## src/rtl/uart_pkg.sv

```systemverilog
// Shared UART definitions: frame geometry, line idle level and receiver FSM encoding.
package uart_pkg;

    localparam int unsigned DATA_BITS       = 8;
    localparam int unsigned IDX_W           = $clog2(DATA_BITS);
    localparam logic        UART_IDLE_LEVEL = 1'b1;

    typedef enum logic [2:0] {
        ST_IDLE      = 3'd0,
        ST_START     = 3'd1,
        ST_DATA      = 3'd2,
        ST_STOP      = 3'd3,
        ST_WAIT_IDLE = 3'd4
    } uart_state_t;

endpackage

```

## src/rtl/uart_sync.sv

```systemverilog
// Two-flop synchronizer for a single asynchronous input with a selectable reset level.
module uart_sync #(
    parameter logic RESET_VAL = 1'b1
) (
    input  logic clk,
    input  logic reset,
    input  logic d,
    output logic q
);

    logic meta;

    always_ff @(posedge clk) begin
        if (reset) begin
            meta <= RESET_VAL;
            q    <= RESET_VAL;
        end else begin
            meta <= d;
            q    <= meta;
        end
    end

endmodule

```

## src/rtl/uart_receiver.sv

```systemverilog
// 8N1 UART receiver: mid-bit sampling, byte hand-off with valid/read handshake,
// framing-error pulse and sticky overrun flag.
module uart_receiver
    import uart_pkg::*;
#(
    parameter int unsigned CLKS_PER_BIT = 16
) (
    input  logic                 clk,
    input  logic                 reset,
    input  logic                 RXD,
    input  logic                 rd,
    output logic [DATA_BITS-1:0] rx_data,
    output logic                 rx_valid,
    output logic                 rx_busy,
    output logic                 frame_err,
    output logic                 overrun
);

    localparam int unsigned HALF  = CLKS_PER_BIT / 2;
    localparam int unsigned CNT_W = (CLKS_PER_BIT > 1) ? $clog2(CLKS_PER_BIT) : 1;

    localparam logic [CNT_W-1:0] CNT_HALF = CNT_W'(HALF - 1);
    localparam logic [CNT_W-1:0] CNT_LAST = CNT_W'(CLKS_PER_BIT - 1);
    localparam logic [IDX_W-1:0] IDX_LAST = IDX_W'(DATA_BITS - 1);

    uart_state_t          state;
    logic [CNT_W-1:0]     cnt;
    logic [IDX_W-1:0]     bit_idx;
    logic [DATA_BITS-1:0] shift;
    logic                 rxd_s;

    uart_sync #(
        .RESET_VAL (UART_IDLE_LEVEL)
    ) u_sync (
        .clk   (clk),
        .reset (reset),
        .d     (RXD),
        .q     (rxd_s)
    );

    always_ff @(posedge clk) begin
        if (reset) begin
            state     <= ST_IDLE;
            cnt       <= '0;
            bit_idx   <= '0;
            shift     <= '0;
            rx_data   <= '0;
            rx_valid  <= 1'b0;
            rx_busy   <= 1'b0;
            frame_err <= 1'b0;
            overrun   <= 1'b0;
        end else begin
            frame_err <= 1'b0;

            // Consumer acknowledge; a good stop bit in the same cycle overrides below.
            if (rd && rx_valid) begin
                rx_valid <= 1'b0;
                overrun  <= 1'b0;
            end

            case (state)
                ST_IDLE: begin
                    if (rxd_s != UART_IDLE_LEVEL) begin
                        state   <= ST_START;
                        cnt     <= '0;
                        rx_busy <= 1'b1;
                    end
                end

                ST_START: begin
                    if (cnt == CNT_HALF) begin
                        cnt <= '0;
                        if (rxd_s != UART_IDLE_LEVEL) begin
                            state   <= ST_DATA;
                            bit_idx <= '0;
                        end else begin
                            state   <= ST_IDLE;
                            rx_busy <= 1'b0;
                        end
                    end else begin
                        cnt <= cnt + 1'b1;
                    end
                end

                ST_DATA: begin
                    if (cnt == CNT_LAST) begin
                        cnt     <= '0;
                        shift   <= {rxd_s, shift[DATA_BITS-1:1]};
                        bit_idx <= bit_idx + 1'b1;
                        if (bit_idx == IDX_LAST) begin
                            state <= ST_STOP;
                        end
                    end else begin
                        cnt <= cnt + 1'b1;
                    end
                end

                ST_STOP: begin
                    if (cnt == CNT_LAST) begin
                        cnt <= '0;
                        if (rxd_s == UART_IDLE_LEVEL) begin
                            rx_data  <= shift;
                            rx_valid <= 1'b1;
                            overrun  <= (rx_valid && !rd) ? 1'b1 : (rx_valid ? 1'b0 : overrun);
                            state    <= ST_IDLE;
                            rx_busy  <= 1'b0;
                        end else begin
                            frame_err <= 1'b1;
                            state     <= ST_WAIT_IDLE;
                        end
                    end else begin
                        cnt <= cnt + 1'b1;
                    end
                end

                // Hold off until the line returns idle so a break is not seen as frames.
                ST_WAIT_IDLE: begin
                    if (rxd_s == UART_IDLE_LEVEL) begin
                        state   <= ST_IDLE;
                        rx_busy <= 1'b0;
                    end
                end

                default: begin
                    state   <= ST_IDLE;
                    rx_busy <= 1'b0;
                end
            endcase
        end
    end

endmodule

```

## config.mk

```make
export PLATFORM = sky130hd
export DESIGN_NAME = uart_receiver
export DESIGN_NICKNAME = d
export VERILOG_FILES = /design/src/rtl/uart_pkg.sv /design/src/rtl/uart_sync.sv /design/src/rtl/uart_receiver.sv
export SDC_FILE = /design/constraint.sdc
export NUM_CORES = 1
export LEC_CHECK = 0
export CAP_MARGIN = 10
export CORE_ASPECT_RATIO = 2
export CORE_MARGIN = 2
export CORE_UTILIZATION = 30
export DETAILED_ROUTE_END_ITERATION = 16
export PLACE_DENSITY = 0.51
export SLEW_MARGIN = 30
export SYNTH_ARGS = -nofsm -noshare
export SYNTH_HDL_FRONTEND = slang
export SYNTH_SLANG_ARGS = --single-unit
```

## constraint.sdc

```tcl
create_clock -name clk -period 1.7 [get_ports clk]
set_input_delay 0.425 -clock clk [delete_from_list [all_inputs] [get_ports clk]]
set_output_delay 0.425 -clock clk [all_outputs]
set_load 0.01 [all_outputs]
```

==> flow_summary_export.csv <==
group,metric,value,unit
run_status,outcome,"completed",
logic_synthesis,ys_seq_area_share,43.6,%
sta,tightest_slew,0.449,ns
logic_synthesis,synthesis.nets,172,
logic_synthesis,synth_top_family_by_area,"simple AND/OR/NAND/NOR gates",
sta,fin_crit_sh,95.4,%
grt,grt_max_degree,26,
power_and_ir_drop,p_per_area,850,nW/µm²
drt,vias,1180,
clock_tree,clock-root-buffer,"clkbuf_8",
grt,grt_overflow,0,
clock_tree,clk_latency,0.29,ns
logic_synthesis,syn_avg_cell_area,8.91,µm²
die,dieArea,5510,µm²
grt,grt_pass1_wl,4.90,mm
clock_tree,clkTransAtPathRegs,0.07,ns
worst_setup_path,end_kind,"output port",
final_layout,fin_util,38.2,%
final_layout,antennaDiodeCount,0,
sta,grt_setup_unrepaired,"false",
drt,firstDrtPassIters,4,
clock_tree,post-cts-setup-buffers,0,
hold_path,hp-class,"reg2reg",
drt,first_iter_violations,18,
die,start_util,30.8,%
sta,finClkSkew,0.00477,ns
final_layout,drive_gt1_share,14.0,%
placed_design,io_buffer_count,15,
drt,avgViaCountPerCell,4.86,
sta,finalSetupViolCount,0,
worst_setup_path,criticalPathCategory,"reg2out",
placed_design,gp_congestion,0.862,
logic_synthesis,ys_ff_latch,32,
final_layout,num-nets-final,192,
clock_tree,cts_buffer_depth,2,
sta,layout_min_cycle_time,1.62,ns
clock_tree,cts_inserted_buffers,5,
power_and_ir_drop,ir_worst_vdd,596,µV
drt,drt_wl_total,2.88,mm
die,die_w,53.5,µm
die,rows,36,
logic_synthesis,synth_cells,165,
sta,hold_viol,0,
clock_tree,cts-resized-gates,0,
drt,drc_errors,0,
worst_setup_path,cp_cell_sequence,"clkdlybuf4s50_1",
clock_tree,cts_tree,"yes",
sta,tns,0,ns
logic_synthesis,synth.mux.area_fraction,6.13,%
die,die_h,103,µm
worst_setup_path,critPathMaxStageDelay,0.55,ns
die,ios,16,
worst_setup_path,crit_buf_inv,1,
die,core,4770,µm²
logic_synthesis,synthTopCellsByArea,"dfxtp_1 44%, nand2b_1 7.7%, mux2i_1 6.1%",
grt,grt_pass1_vias,1044,
sta,fmax,0.617,GHz
placed_design,dp.final_hpwl,1.95,mm
flow_run,cap_violations,0,
logic_synthesis,synth.cell_area,1470,µm²
logic_synthesis,synth_edf_count,0,
logic_synthesis,ys_types,33,
logic_synthesis,synth_top_area_share,43.6,%
logic_synthesis,yosysWarningCount,0,
logic_synthesis,ys_dominant_reg_cell,"dfxtp_1",
sta,slew_violations,0,
worst_setup_path,cp_slowest_cell,"clkdlybuf4s50_1",
worst_setup_path,arrival,1.20,ns
final_layout,fillers,533,
power_and_ir_drop,p_leak,0.609,nW
logic_synthesis,yosysTopAreaCell,"dfxtp_1",
worst_setup_path,startpoint_type,"register",
drt,detail_route.wl_per_cell,11.9,µm
logic_synthesis,synthXorXnorAreaFrac,1.11,%
clock_tree,cts.sinks,32,
sta,max_slew_margin,70.0,%
logic_synthesis,synthAdderAreaFrac,2.55,%
logic_synthesis,synth-compound-area-share,18.1,%
drt,ant_nets,0,
worst_setup_path,crit_family,"buffers and inverters",
logic_synthesis,synthSimpleGateAreaFrac,22.9,%
logic_synthesis,synth_common_cells,"32 x dfxtp_1, 18 x nand2b_1, 15 x o21ai_0",
worst_setup_path,crit_fanout,4,
final_layout,area_delta_synth_final,24.1,%
clock_tree,ctsHoldBuffers,0,
clock_tree,htreeDepth,2,
logic_synthesis,synth-async-reset-ratio,0,%
grt,antenna_found_initial,0,
worst_setup_path,crit_required,1.27,ns
grt,grtUsageTotal,12.0,%
logic_synthesis,synth.most_common_cell,"dfxtp_1",
-- area by class of cell --
class	instances	area (µm²)	share of cell area, %
Timing Repair Buffer	26	233	12.8
Sequential cell	32	641	35.1
Clock buffer	5	68.8	3.77
Multi-Input combinational cell	115	749	41.1
Inverter	5	18.8	1.03
Tap cell	57	71.3	3.91
Clock inverter	3	42.5	2.33
-- state kept, by name, summed over array words and instances, names as in the netlist --
signal and cells:
bit_idx 3, cnt 4, frame_err 1, overrun 1, rx_busy 1, rx_data 8, rx_valid 1, shift 8
state 3, u_sync.meta 1, u_sync.q 1
-- metal layers --
layer  vias up  share of wire [%]  GRT usage, %
li1        617                  -             -
met1       536                 50          16.7
met2        21                 44          16.5
met3         6                3.9          3.91
met4         0                2.0          5.92
met5         -                  0             0
-- through the flow --
stage / instances / hold slack (ns) / power [mW] / cell area, µm² / worst slack [ns]
global route: 243 / 0.435 / 1.61 / 1820 / 0.0124
global placement: 235 / 0.395 / 0.838 / 1710 / 0.181
finish: 243 / 0.415 / 1.55 / 1820 / 0.0786
detailed placement: 235 / 0.402 / 0.838 / 1710 / 0.150
floorplan: 165 / 0.389 / 0.816 / 1470 / 0.268
CTS: 243 / 0.419 / 1.58 / 1820 / 0.0605
-- cells in the final DEF (no fill, tap or decap), types with 2 or more instances in the layout --
cell,n
clkbuf_8,5
nor3b_1,2
nand3_1,12
nand2_1,7
mux2i_1,9
inv_1,5
and3b_1,2
nor2_1,5
a21oi_1,14
nand2b_1,18
clkdlybuf4s50_1,15
ha_1,2
buf_4,11
o21ba_2,2
nand3b_1,2
o21ai_0,15
o32ai_1,2
dfxtp_1,32
or2_2,2
nor3_1,2
nor2b_1,4
a211oi_1,3
-- power by group --
group          switching (mW)  total (mW)  internal (mW)
Combinational          0.0267      0.0570         0.0302
Clock                   0.296       0.729          0.433
Sequential            0.00750       0.764          0.756
Total                   0.330        1.55           1.22
-- logic make-up after synthesis --
| group | after synthesis |
|---|---|
| and+or+nand+nor | 59 |
| AOI/OAI and AO/OA | 43 |
| DFF | 32 |
| buffers and inverters | 18 |
| muxes | 9 |
| adders and majority gates | 3 |
| xor gates and xnor gates | 1 |
-- final timing paths --
path / startpoint / end / slack (ns) / cells after the start
max: rx_valid$_SDFF_PP0_ / rx_valid / 0.08 / 1
min: u_sync.meta$_SDFF_PP1_ / u_sync.q$_SDFF_PP1_ / 0.41 / 1
max reg2reg: state[0]$_SDFFE_PP0P_ / bit_idx[2]$_SDFFE_PP0P_ / 0.16 / 3
min reg2reg: u_sync.meta$_SDFF_PP1_ / u_sync.q$_SDFF_PP1_ / 0.41 / 1
No activity file was read; power rests on OpenSTA's default activity.
